--- src/rtl/lsu_pkg.sv ---
// Shared definitions for the load/store unit: funct3 encodings, FSM state
// type and the funct3-to-access-size decode.
package lsu_pkg;

  localparam logic [2:0] F3_SB  = 3'b000;
  localparam logic [2:0] F3_SH  = 3'b001;
  localparam logic [2:0] F3_SW  = 3'b010;
  localparam logic [2:0] F3_LB  = 3'b000;
  localparam logic [2:0] F3_LH  = 3'b001;
  localparam logic [2:0] F3_LW  = 3'b010;
  localparam logic [2:0] F3_LBU = 3'b100;
  localparam logic [2:0] F3_LHU = 3'b101;

  typedef enum logic [1:0] {
    IDLE,
    ACCESS,
    SPLIT,
    RESP
  } lsu_state_e;

  // Access size in bytes; 0 marks an encoding with no defined width.
  function automatic logic [2:0] access_size(input logic [2:0] funct3);
    case (funct3[1:0])
      2'b00:   return 3'd1;
      2'b01:   return 3'd2;
      2'b10:   return 3'd4;
      default: return 3'd0;
    endcase
  endfunction

endpackage

--- src/rtl/lsu_req_check.sv ---
// Combinational legality check for a load/store request: funct3 legality,
// memory range and natural alignment.
module lsu_req_check
  import lsu_pkg::*;
#(
  parameter int ADDR_W    = 32,
  parameter int MEM_BYTES = 1024
) (
  input  logic              we,
  input  logic [2:0]        funct3,
  input  logic [ADDR_W-1:0] addr,
  output logic [2:0]        size,
  output logic              illegal,
  output logic              out_of_range,
  output logic              misaligned
);

  logic [ADDR_W:0] last_byte;

  always_comb begin
    size = access_size(funct3);

    if (we) illegal = !(funct3 inside {F3_SB, F3_SH, F3_SW});
    else    illegal = !(funct3 inside {F3_LB, F3_LH, F3_LW, F3_LBU, F3_LHU});

    // One extra bit keeps addr + N - 1 from wrapping near the top of the space.
    last_byte    = {1'b0, addr} + (ADDR_W+1)'(size) - (ADDR_W+1)'(size != 3'd0);
    out_of_range = last_byte >= (ADDR_W+1)'(MEM_BYTES);

    case (size)
      3'd2:    misaligned = addr[0];
      3'd4:    misaligned = addr[1:0] != 2'b00;
      default: misaligned = 1'b0;
    endcase
  end

endmodule

--- src/rtl/load_store_unit.sv ---
// Load/store unit: accepts one request, checks it, drives the data memory
// port and returns a one-cycle response. LSU_MISALIGNED_SPLIT_EN enables
// splitting misaligned halfword/word accesses into byte accesses.
//
// state  | meaning
// IDLE   | ready for a request; legality decided on accept
// ACCESS | single aligned memory access, load data captured
// SPLIT  | one byte access per cycle for a misaligned request
// RESP   | response pulse, then back to IDLE
module load_store_unit
  import lsu_pkg::*;
#(
  parameter int MEM_BYTES = 1024,
  parameter int ADDR_W    = 32
) (
  input  logic              clk,
  input  logic              rst,
  input  logic              req_valid,
  output logic              req_ready,
  input  logic              req_we,
  input  logic [2:0]        req_funct3,
  input  logic [ADDR_W-1:0] req_addr,
  input  logic [31:0]       req_wdata,
  output logic              resp_valid,
  output logic [31:0]       resp_rdata,
  output logic              resp_err,
  output logic              mem_read,
  output logic              mem_write,
  output logic [ADDR_W-1:0] mem_address,
  output logic [31:0]       mem_write_data,
  output logic [2:0]        mem_funct3,
  input  logic [31:0]       mem_read_data
);

  lsu_state_e        state;
  logic              we_q;
  logic [2:0]        funct3_q;
  logic [ADDR_W-1:0] addr_q;
  logic [31:0]       wdata_q;
  logic [2:0]        chk_size;
  logic              chk_illegal;
  logic              chk_out_of_range;
  logic              chk_misaligned;
  logic              accept;
  logic              reject;

  lsu_req_check #(
    .ADDR_W    (ADDR_W),
    .MEM_BYTES (MEM_BYTES)
  ) u_req_check (
    .we           (req_we),
    .funct3       (req_funct3),
    .addr         (req_addr),
    .size         (chk_size),
    .illegal      (chk_illegal),
    .out_of_range (chk_out_of_range),
    .misaligned   (chk_misaligned)
  );

  assign req_ready = (state == IDLE) && !rst;
  assign accept    = req_valid && req_ready;

`ifdef LSU_MISALIGNED_SPLIT_EN
  logic [2:0]  size_q;
  logic [1:0]  byte_idx;
  logic [1:0]  last_idx;
  logic [7:0]  wdata_byte;
  logic [31:0] asm_q;
  logic [31:0] asm_next;
  logic [31:0] split_rdata;

  assign reject = chk_illegal || chk_out_of_range;

  // Byte k of the assembly is taken from the current byte read; the final
  // extension follows the original halfword funct3.
  always_comb begin
    last_idx   = 2'(size_q - 3'd1);
    wdata_byte = wdata_q[{byte_idx, 3'b000} +: 8];
    asm_next   = asm_q;
    asm_next[{byte_idx, 3'b000} +: 8] = mem_read_data[7:0];
    case (funct3_q)
      F3_LH:   split_rdata = {{16{asm_next[15]}}, asm_next[15:0]};
      F3_LHU:  split_rdata = {16'h0000, asm_next[15:0]};
      default: split_rdata = asm_next;
    endcase
  end
`else
  logic [2:0] size_unused;

  assign size_unused = chk_size;
  assign reject      = chk_illegal || chk_out_of_range || chk_misaligned;
`endif

  always_comb begin
    mem_read       = 1'b0;
    mem_write      = 1'b0;
    mem_address    = '0;
    mem_write_data = '0;
    mem_funct3     = '0;
    case (state)
      ACCESS: begin
        mem_read       = !we_q;
        mem_write      = we_q;
        mem_address    = addr_q;
        mem_write_data = wdata_q;
        mem_funct3     = funct3_q;
      end
`ifdef LSU_MISALIGNED_SPLIT_EN
      SPLIT: begin
        mem_read       = !we_q;
        mem_write      = we_q;
        mem_address    = addr_q + ADDR_W'(byte_idx);
        mem_write_data = {24'h000000, wdata_byte};
        mem_funct3     = we_q ? F3_SB : F3_LBU;
      end
`endif
      default: ;
    endcase
  end

  always_ff @(posedge clk) begin
    if (rst) begin
      state      <= IDLE;
      resp_valid <= 1'b0;
      resp_rdata <= '0;
      resp_err   <= 1'b0;
      we_q       <= 1'b0;
      funct3_q   <= '0;
      addr_q     <= '0;
      wdata_q    <= '0;
`ifdef LSU_MISALIGNED_SPLIT_EN
      size_q     <= '0;
      byte_idx   <= '0;
      asm_q      <= '0;
`endif
    end else begin
      case (state)
        IDLE: begin
          if (accept) begin
            we_q     <= req_we;
            funct3_q <= req_funct3;
            addr_q   <= req_addr;
            wdata_q  <= req_wdata;
`ifdef LSU_MISALIGNED_SPLIT_EN
            size_q   <= chk_size;
`endif
            if (reject) begin
              resp_valid <= 1'b1;
              resp_err   <= 1'b1;
              resp_rdata <= '0;
              state      <= RESP;
            end
`ifdef LSU_MISALIGNED_SPLIT_EN
            else if (chk_misaligned) begin
              byte_idx <= '0;
              asm_q    <= '0;
              state    <= SPLIT;
            end
`endif
            else begin
              state <= ACCESS;
            end
          end
        end
        ACCESS: begin
          resp_valid <= 1'b1;
          resp_err   <= 1'b0;
          resp_rdata <= we_q ? 32'h0 : mem_read_data;
          state      <= RESP;
        end
`ifdef LSU_MISALIGNED_SPLIT_EN
        SPLIT: begin
          asm_q    <= asm_next;
          byte_idx <= byte_idx + 2'd1;
          if (byte_idx == last_idx) begin
            resp_valid <= 1'b1;
            resp_err   <= 1'b0;
            resp_rdata <= we_q ? 32'h0 : split_rdata;
            state      <= RESP;
          end
        end
`endif
        RESP: begin
          resp_valid <= 1'b0;
          state      <= IDLE;
        end
        default: state <= IDLE;
      endcase
    end
  end

endmodule
--- config.mk ---
export PLATFORM = sky130hd
export DESIGN_NAME = load_store_unit
export DESIGN_NICKNAME = d
export VERILOG_FILES = /design/src/rtl/lsu_pkg.sv /design/src/rtl/lsu_req_check.sv /design/src/rtl/load_store_unit.sv
export SDC_FILE = /design/constraint.sdc
export NUM_CORES = 1
export LEC_CHECK = 0
export ABC_CLOCK_PERIOD_IN_PS = 4160
export BUFFER_PORTS_ARGS = -buffer_cell sky130_fd_sc_hd__buf_2
export CAP_MARGIN = 0
export CORE_MARGIN = 10
export CORE_UTILIZATION = 30
export DETAILED_ROUTE_END_ITERATION = 8
export GPL_ROUTABILITY_DRIVEN = 0
export PLACE_DENSITY_LB_ADDON = 0.25
export SLEW_MARGIN = 20
export SYNTH_ARGS = -nofsm -noshare
export SYNTH_HDL_FRONTEND = slang
export SYNTH_SLANG_ARGS = --single-unit
export TNS_END_PERCENT = 5
--- constraint.sdc ---
create_clock -name clk -period 4.16 [get_ports clk]
set_input_delay 0.416 -clock clk [delete_from_list [all_inputs] [get_ports clk]]
set_output_delay 0.416 -clock clk [all_outputs]
set_load 0.01 [all_outputs]
# After elaboration in Yosys (flattened, before gate mapping)
# Cells that the tools add are included.
# W data, S select, Z words.
totals:
  output_inout_bits: 104
  input_bits: 103
  reg_bits: 104
op_classes:
  add_sub_neg: 2
  n_eq_ne: 12
  reduce_logical: 20
  n_mux: 19
  n_lt_le_gt_ge: 1
op_table:
  columns: ["operator", "count"]
  rows:
  - ["$mux W32", 5]
  - ["$pmux W32 S2", 1]
  - ["$add A32 B3 Y33", 1]
  - ["$ge A33 B11 Y1 const B", 1]
  - ["$sub A33 B1 Y33", 1]
  - ["$eq A3 B3 Y1 const B", 3]
  - ["$pmux W3 S3", 1]
  - ["$reduce_bool A3 Y1", 3]
  - ["$eq A3 B2 Y1 const B", 2]
  - ["$reduce_and A3 Y1", 2]
  - ["$mux W1", 5]
  - ["$reduce_bool A5 Y1", 1]
  - ["$eq A2 B1 Y1 const B", 2]
  - ["$eq A2 B2 Y1 const B", 2]
  - ["$logic_not A1 Y1", 4]
  - ["$logic_not A2 Y1", 2]
  - ["$mux W2", 2]
  - ["$ne A2 B2 Y1 const B", 2]
  - ["$pmux W1 S2", 2]
  - ["$pmux W2 S2", 1]
  - ["$reduce_bool A2 Y1", 2]
  - ["$eq A3 B1 Y1 const B", 1]
  - ["$logic_not A3 Y1", 1]
  - ["$mux W3", 1]
  - ["other kinds (4)", 6]

# Depth between registers and ports, before layout
depth:
  ltp_word: 10
  depth_mapped: 17
  depth_no_buf: 15

# Cells and area by module
# Synthesis repeated with hierarchy kept, for this count alone.
unflattened:
  hier_cells: 792
  area_unflattened_um2: 6078.3
modules_own_cells:
  columns: ["module", "cells_per_inst", "n_inst", "area_per_inst_um2", "seq_area_each_um2"]
  rows:
  - ["load_store_unit", 461, 1, 3935.0, 2082.0]
  - ["lsu_req_check", 331, 1, 2143.3, 0.0]

# Least setup slack after synthesis
# OpenSTA, ideal clock, no wires.
synth_timing:
  path_type: "input to register"
  start: "in req_funct3[1]"
  end: "reg resp_valid"
  setup_time_ps: 141
  stages: 16
  required_time_ps: 4019
  setup_slack_ps: 792
  arrival_ps: 3227
  path_cell_list: "inv_1 -> ha_1 -> inv_1 -> ha_1 -> inv_1 -> fa_1 -> a211oi_1 -> o21ai_0 -> o2bb2ai_1 -> o21ba_2 -> or3_1 -> a211oi_1 -> and4_1 -> buf_2 -> and2_1 -> o221ai_1"
synth_between:
  elab_chain_len: 9
  elab_cells_between_ends: 25
  classes_between: "add/sub (2); order compare (1); eq/ne (9); mux (3); reduce/logical (10)"
synth_lines:
  columns: ["element", "line_no", "text"]
  rows:
  - ["from (decl)", "load_store_unit.sv:21", "input logic [2:0] req_funct3,"]
  - ["$eq A2 B2 Y1 (tied with other cells)", "lsu_pkg.sv:23", "case (funct3[1:0])"]
  - ["$pmux W3 S3", "lsu_pkg.sv:23", null]
  - ["$add A32 B3 Y33 or $reduce_bool A3 Y1 (tied branches)", "lsu_req_check.sv:27", "last_byte = {1'b0, addr} + (ADDR_W+1)'(size) - (ADDR_W+1)'(size != 3'd0);"]
  - ["$sub A33 B1 Y33", "lsu_req_check.sv:27", null]
  - ["$ge A33 B11 Y1", "lsu_req_check.sv:28", "out_of_range = last_byte >= (ADDR_W+1)'(MEM_BYTES);"]
  - ["$logic_or A1 B1 Y1", "load_store_unit.sv:91", "assign reject = chk_illegal || chk_out_of_range || chk_misaligned;"]
  - ["$logic_or A1 B1 Y1 *", "load_store_unit.sv:91", null]
  - ["$ne A2 B2 Y1 (no line) *", null, null]
  - ["$reduce_and A3 Y1 (no line) *", null, null]
  - ["to (signal assigned)", "load_store_unit.sv:124", "resp_valid <= 1'b0;"]
  - ["to (signal assigned)", "load_store_unit.sv:148", "resp_valid <= 1'b1;"]
  - ["to (signal assigned)", "load_store_unit.sv:166", "resp_valid <= 1'b1;"]
  - ["to (decl)", "load_store_unit.sv:24", "output logic resp_valid,"]
# Mark *: on every way between the ends. The rest lies on a longest branch, timed or not.
# A chain may end at the register's enable or synchronous reset.

# Final worst setup path
# Ends and elaborated chain as after synthesis.

==> metrics.txt <==
Hold Path Depth=3; syn nets=1047; flip-flop and latch count after synthesis=104; worst slew slack as a fraction of its limit=0.434; GRT Total Usage=0.152; leading cell types by count after synthesis=sky130_fd_sc_hd__nand2_1, sky130_fd_sc_hd__and2_1, sky130_fd_sc_hd__dfxtp_1, sky130_fd_sc_hd__a21oi_1, sky130_fd_sc_hd__inv_1; unrepaired setup endpoints after global routing=false; number of top-level design ports=207; largest net degree at the start of global routing=103; core area=21800 um^2; wire length reported by the detailed router=22.8 mm; maximum fanout along the worst path=5; layout net count=1214; post-route antenna net violation count=0; average via count per standard cell=5.05; cell with the most instances after synthesis=sky130_fd_sc_hd__nand2_1; via count of the first global-routing pass=6529; VDD IR-drop max=0.000213 V; areal power density over the cells=320 nW/um^2; count of endpoints failing hold in the final timing report=0; prevailing post-synth register cell=sky130_fd_sc_hd__dfxtp_1; Chip Height=169 um; filler instances=2327; start point of the worst min-delay path=req_wdata[27]; sort of element at the start of the critical path=input port; FF-to-FF path depth=5; first-pass iteration count of the detailed router=5; Lkg Pwr=3.82 nW; setup slack on the worst flop-to-flop path=1750 ps; number of port buffers=206; number of antenna violations at the first check in global routing=3; critical path data required time=4360 ps; global-route wire length before repair=35.8 mm; x dimension of the die=169 um; effective utilization at floorplan=0.305; fraction of the cycle the final worst path needs=0.865; HPWL reported at the end of detailed placement=17.0 mm; min Tclk post-route=3600 ps; setup_tns=0 ps; share of flip-flops with an asynchronous set or reset after synthesis=0; buffers inserted during post-CTS setup optimization=0; final routed wire length divided by cell count=16.7 um; maximum clock frequency=0.278 GHz; count of synthesis-stage warnings from yosys=0; clock sink count=104; number of pins exceeding their max-slew limit in the final report=0; synthesized area per cell=7.36 um^2; endpoint of the worst-slack reg-to-reg timing path=addr_q[16]; worst r2r src=state[1]; Worst-Skew Late Latency=350 ps; top cells by area, synth=sky130_fd_sc_hd__dfxtp_1, sky130_fd_sc_hd__nand2_1, sky130_fd_sc_hd__and2_1; fraction of the yosys area taken by sequential cells=0.313; via count of the routed design=6859; clock tree root buffer cell=sky130_fd_sc_hd__clkbuf_16; final setup margin=562 ps; global route overflow=0; register area=2080 um^2; number of flops mapped to enable cells by yosys=0; share of the synthesized area in the top cell type=0.313; worst hold path class=in2reg; fraction of final layout cells sized beyond drive strength 1=0.231; worst hold path endpoint=wdata_q[27]; Power, Total=2.62 mW; Yosys top cell by area=sky130_fd_sc_hd__dfxtp_1; area of the multi-input gates=4150 um^2; Iteration-0 DRC Markers=652; Longest Clk Path Bufs=2; endpoint class of the critical path=flip-flop; maxcap violations=0; unique cell type count in the Yosys netlist=69; pre-CTS setup slack=218 ps; run status=finished clean; total die area=28500 um^2; hold-fix buffers at CTS=0; Gate Count Post-Synth=904; CTS clock-pin slew for the worst setup and hold paths=70 ps; Setup Viol. Count Final=0; post-detailed-route DRC marker count=0; area growth from synthesis to layout=23.2%; type of the setup path with the least slack=in2reg; H-Tree Level Count=3; number of cell rows=54; CTS tree=built; transition time at the pin with the least slew margin=850 ps; number of buffers created by CTS=9; Syn Std Cell Area=6650 um^2; data arrival time of the critical path=3790 ps; post-cts sizing count=0; clock skew after layout=9.37 ps
## power by group
part | switching, mW | leakage (nW) | internal, mW
Clock | 0.393 | 0.150 | 0.529
Combinational | 0.392 | 2.83 | 0.238
Sequential | 0.0229 | 0.847 | 1.04
## cell type report
type / count / share of cell area
repair buffers: 216 / 0.138
multi-input cells: 696 / 0.506
well taps: 280 / 0.0427
diodes: 3 / 0.000916
clock inverters: 5 / 0.00992
flip-flops and latches: 104 / 0.254
clock buffers: 11 / 0.0284
inverters: 44 / 0.0201
## cells in the final DEF, fill, tap and decap left out, drive strengths merged, types with 4 or more instances in the layout
master,netlist,routed
nand2,205,205
inv,44,44
a211oi,9,9
a21o,4,4
nor2,24,24
nand3,35,35
and2,104,104
o21ai,26,26
a21oi,105,105
ha,39,39
o211ai,13,13
a2111oi,5,5
a211o,5,5
clkbuf,43,11
mux2i,4,4
buf,17,216
a22oi,32,32
and3,4,4
o21bai,7,7
nor3,6,6
nand4,13,13
dfxtp,104,104
o21a,7,7
## routing by layer
layer / wire length, um / global-route usage / vias to the layer above
li1: - / - / 3453
met1: 9790 / 0.187 / 3209
met2: 11300 / 0.258 / 178
met3: 1290 / 0.0317 / 19
met4: 331 / 0.0466 / 0
met5: 0 / 0 / -
## stage by stage
step            util  instance area [um^2]  hold WS, ps  instances
2_1_floorplan      -                  6650          432        904
3_5_place_dp   0.361                  7880          442       1340
5_1_grt        0.376                  8200          285       1359
6_report       0.376                  8200          295       1359
4_1_cts        0.375                  8190          281       1356
3_3_place_gp   0.360                  7870          438       1340
## worst max path at each step
stage / from / endpoint / slack (ps) / cells after the start
2_1_floorplan: req_funct3[1] / resp_valid / 790 / 16
3_3_place_gp: req_funct3[1] / resp_valid / 310 / 16
3_5_place_dp: req_funct3[1] / resp_valid / 220 / 16
4_1_cts: req_funct3[1] / resp_valid / 570 / 16
5_1_grt: req_funct3[1] / resp_valid / 250 / 16
6_report: req_funct3[1] / resp_valid / 560 / 16
## critical path, stage by stage
cell and delay [ps]:
sky130_fd_sc_hd__buf_2 130, sky130_fd_sc_hd__inv_1 100, sky130_fd_sc_hd__ha_1 150, sky130_fd_sc_hd__inv_1 40, sky130_fd_sc_hd__ha_1 250, sky130_fd_sc_hd__inv_1 60, sky130_fd_sc_hd__fa_1 420, sky130_fd_sc_hd__a211oi_1 310
sky130_fd_sc_hd__o21ai_0 200, sky130_fd_sc_hd__o2bb2ai_1 240, sky130_fd_sc_hd__o21bai_1 290, sky130_fd_sc_hd__a2111oi_0 150, sky130_fd_sc_hd__a2111oi_0 380, sky130_fd_sc_hd__and4_1 320, sky130_fd_sc_hd__and2_1 210, sky130_fd_sc_hd__o221ai_1 110
## cells by family (layout without fill, tap and decap cells)
group	count (synthesis)	count (layout)	share of synthesized area
and+or+nand+nor	405	405	0.289
AOI/OAI and AO/OA	239	239	0.236
DFF	104	104	0.313
buffers and inverters	104	276	0.0683
adders and majority gates	40	40	0.0764
xor gates and xnor gates	6	6	0.00790
muxes	6	6	0.00940
other	0	3	0
## state kept, by name, summed over array words and instances, names as in the netlist
name / cells
wdata_q: 32
state: 2
resp_rdata: 32
we_q: 1
addr_q: 32
funct3_q: 3
resp_valid: 1
resp_err: 1
(Power assumes the default switching activity.)
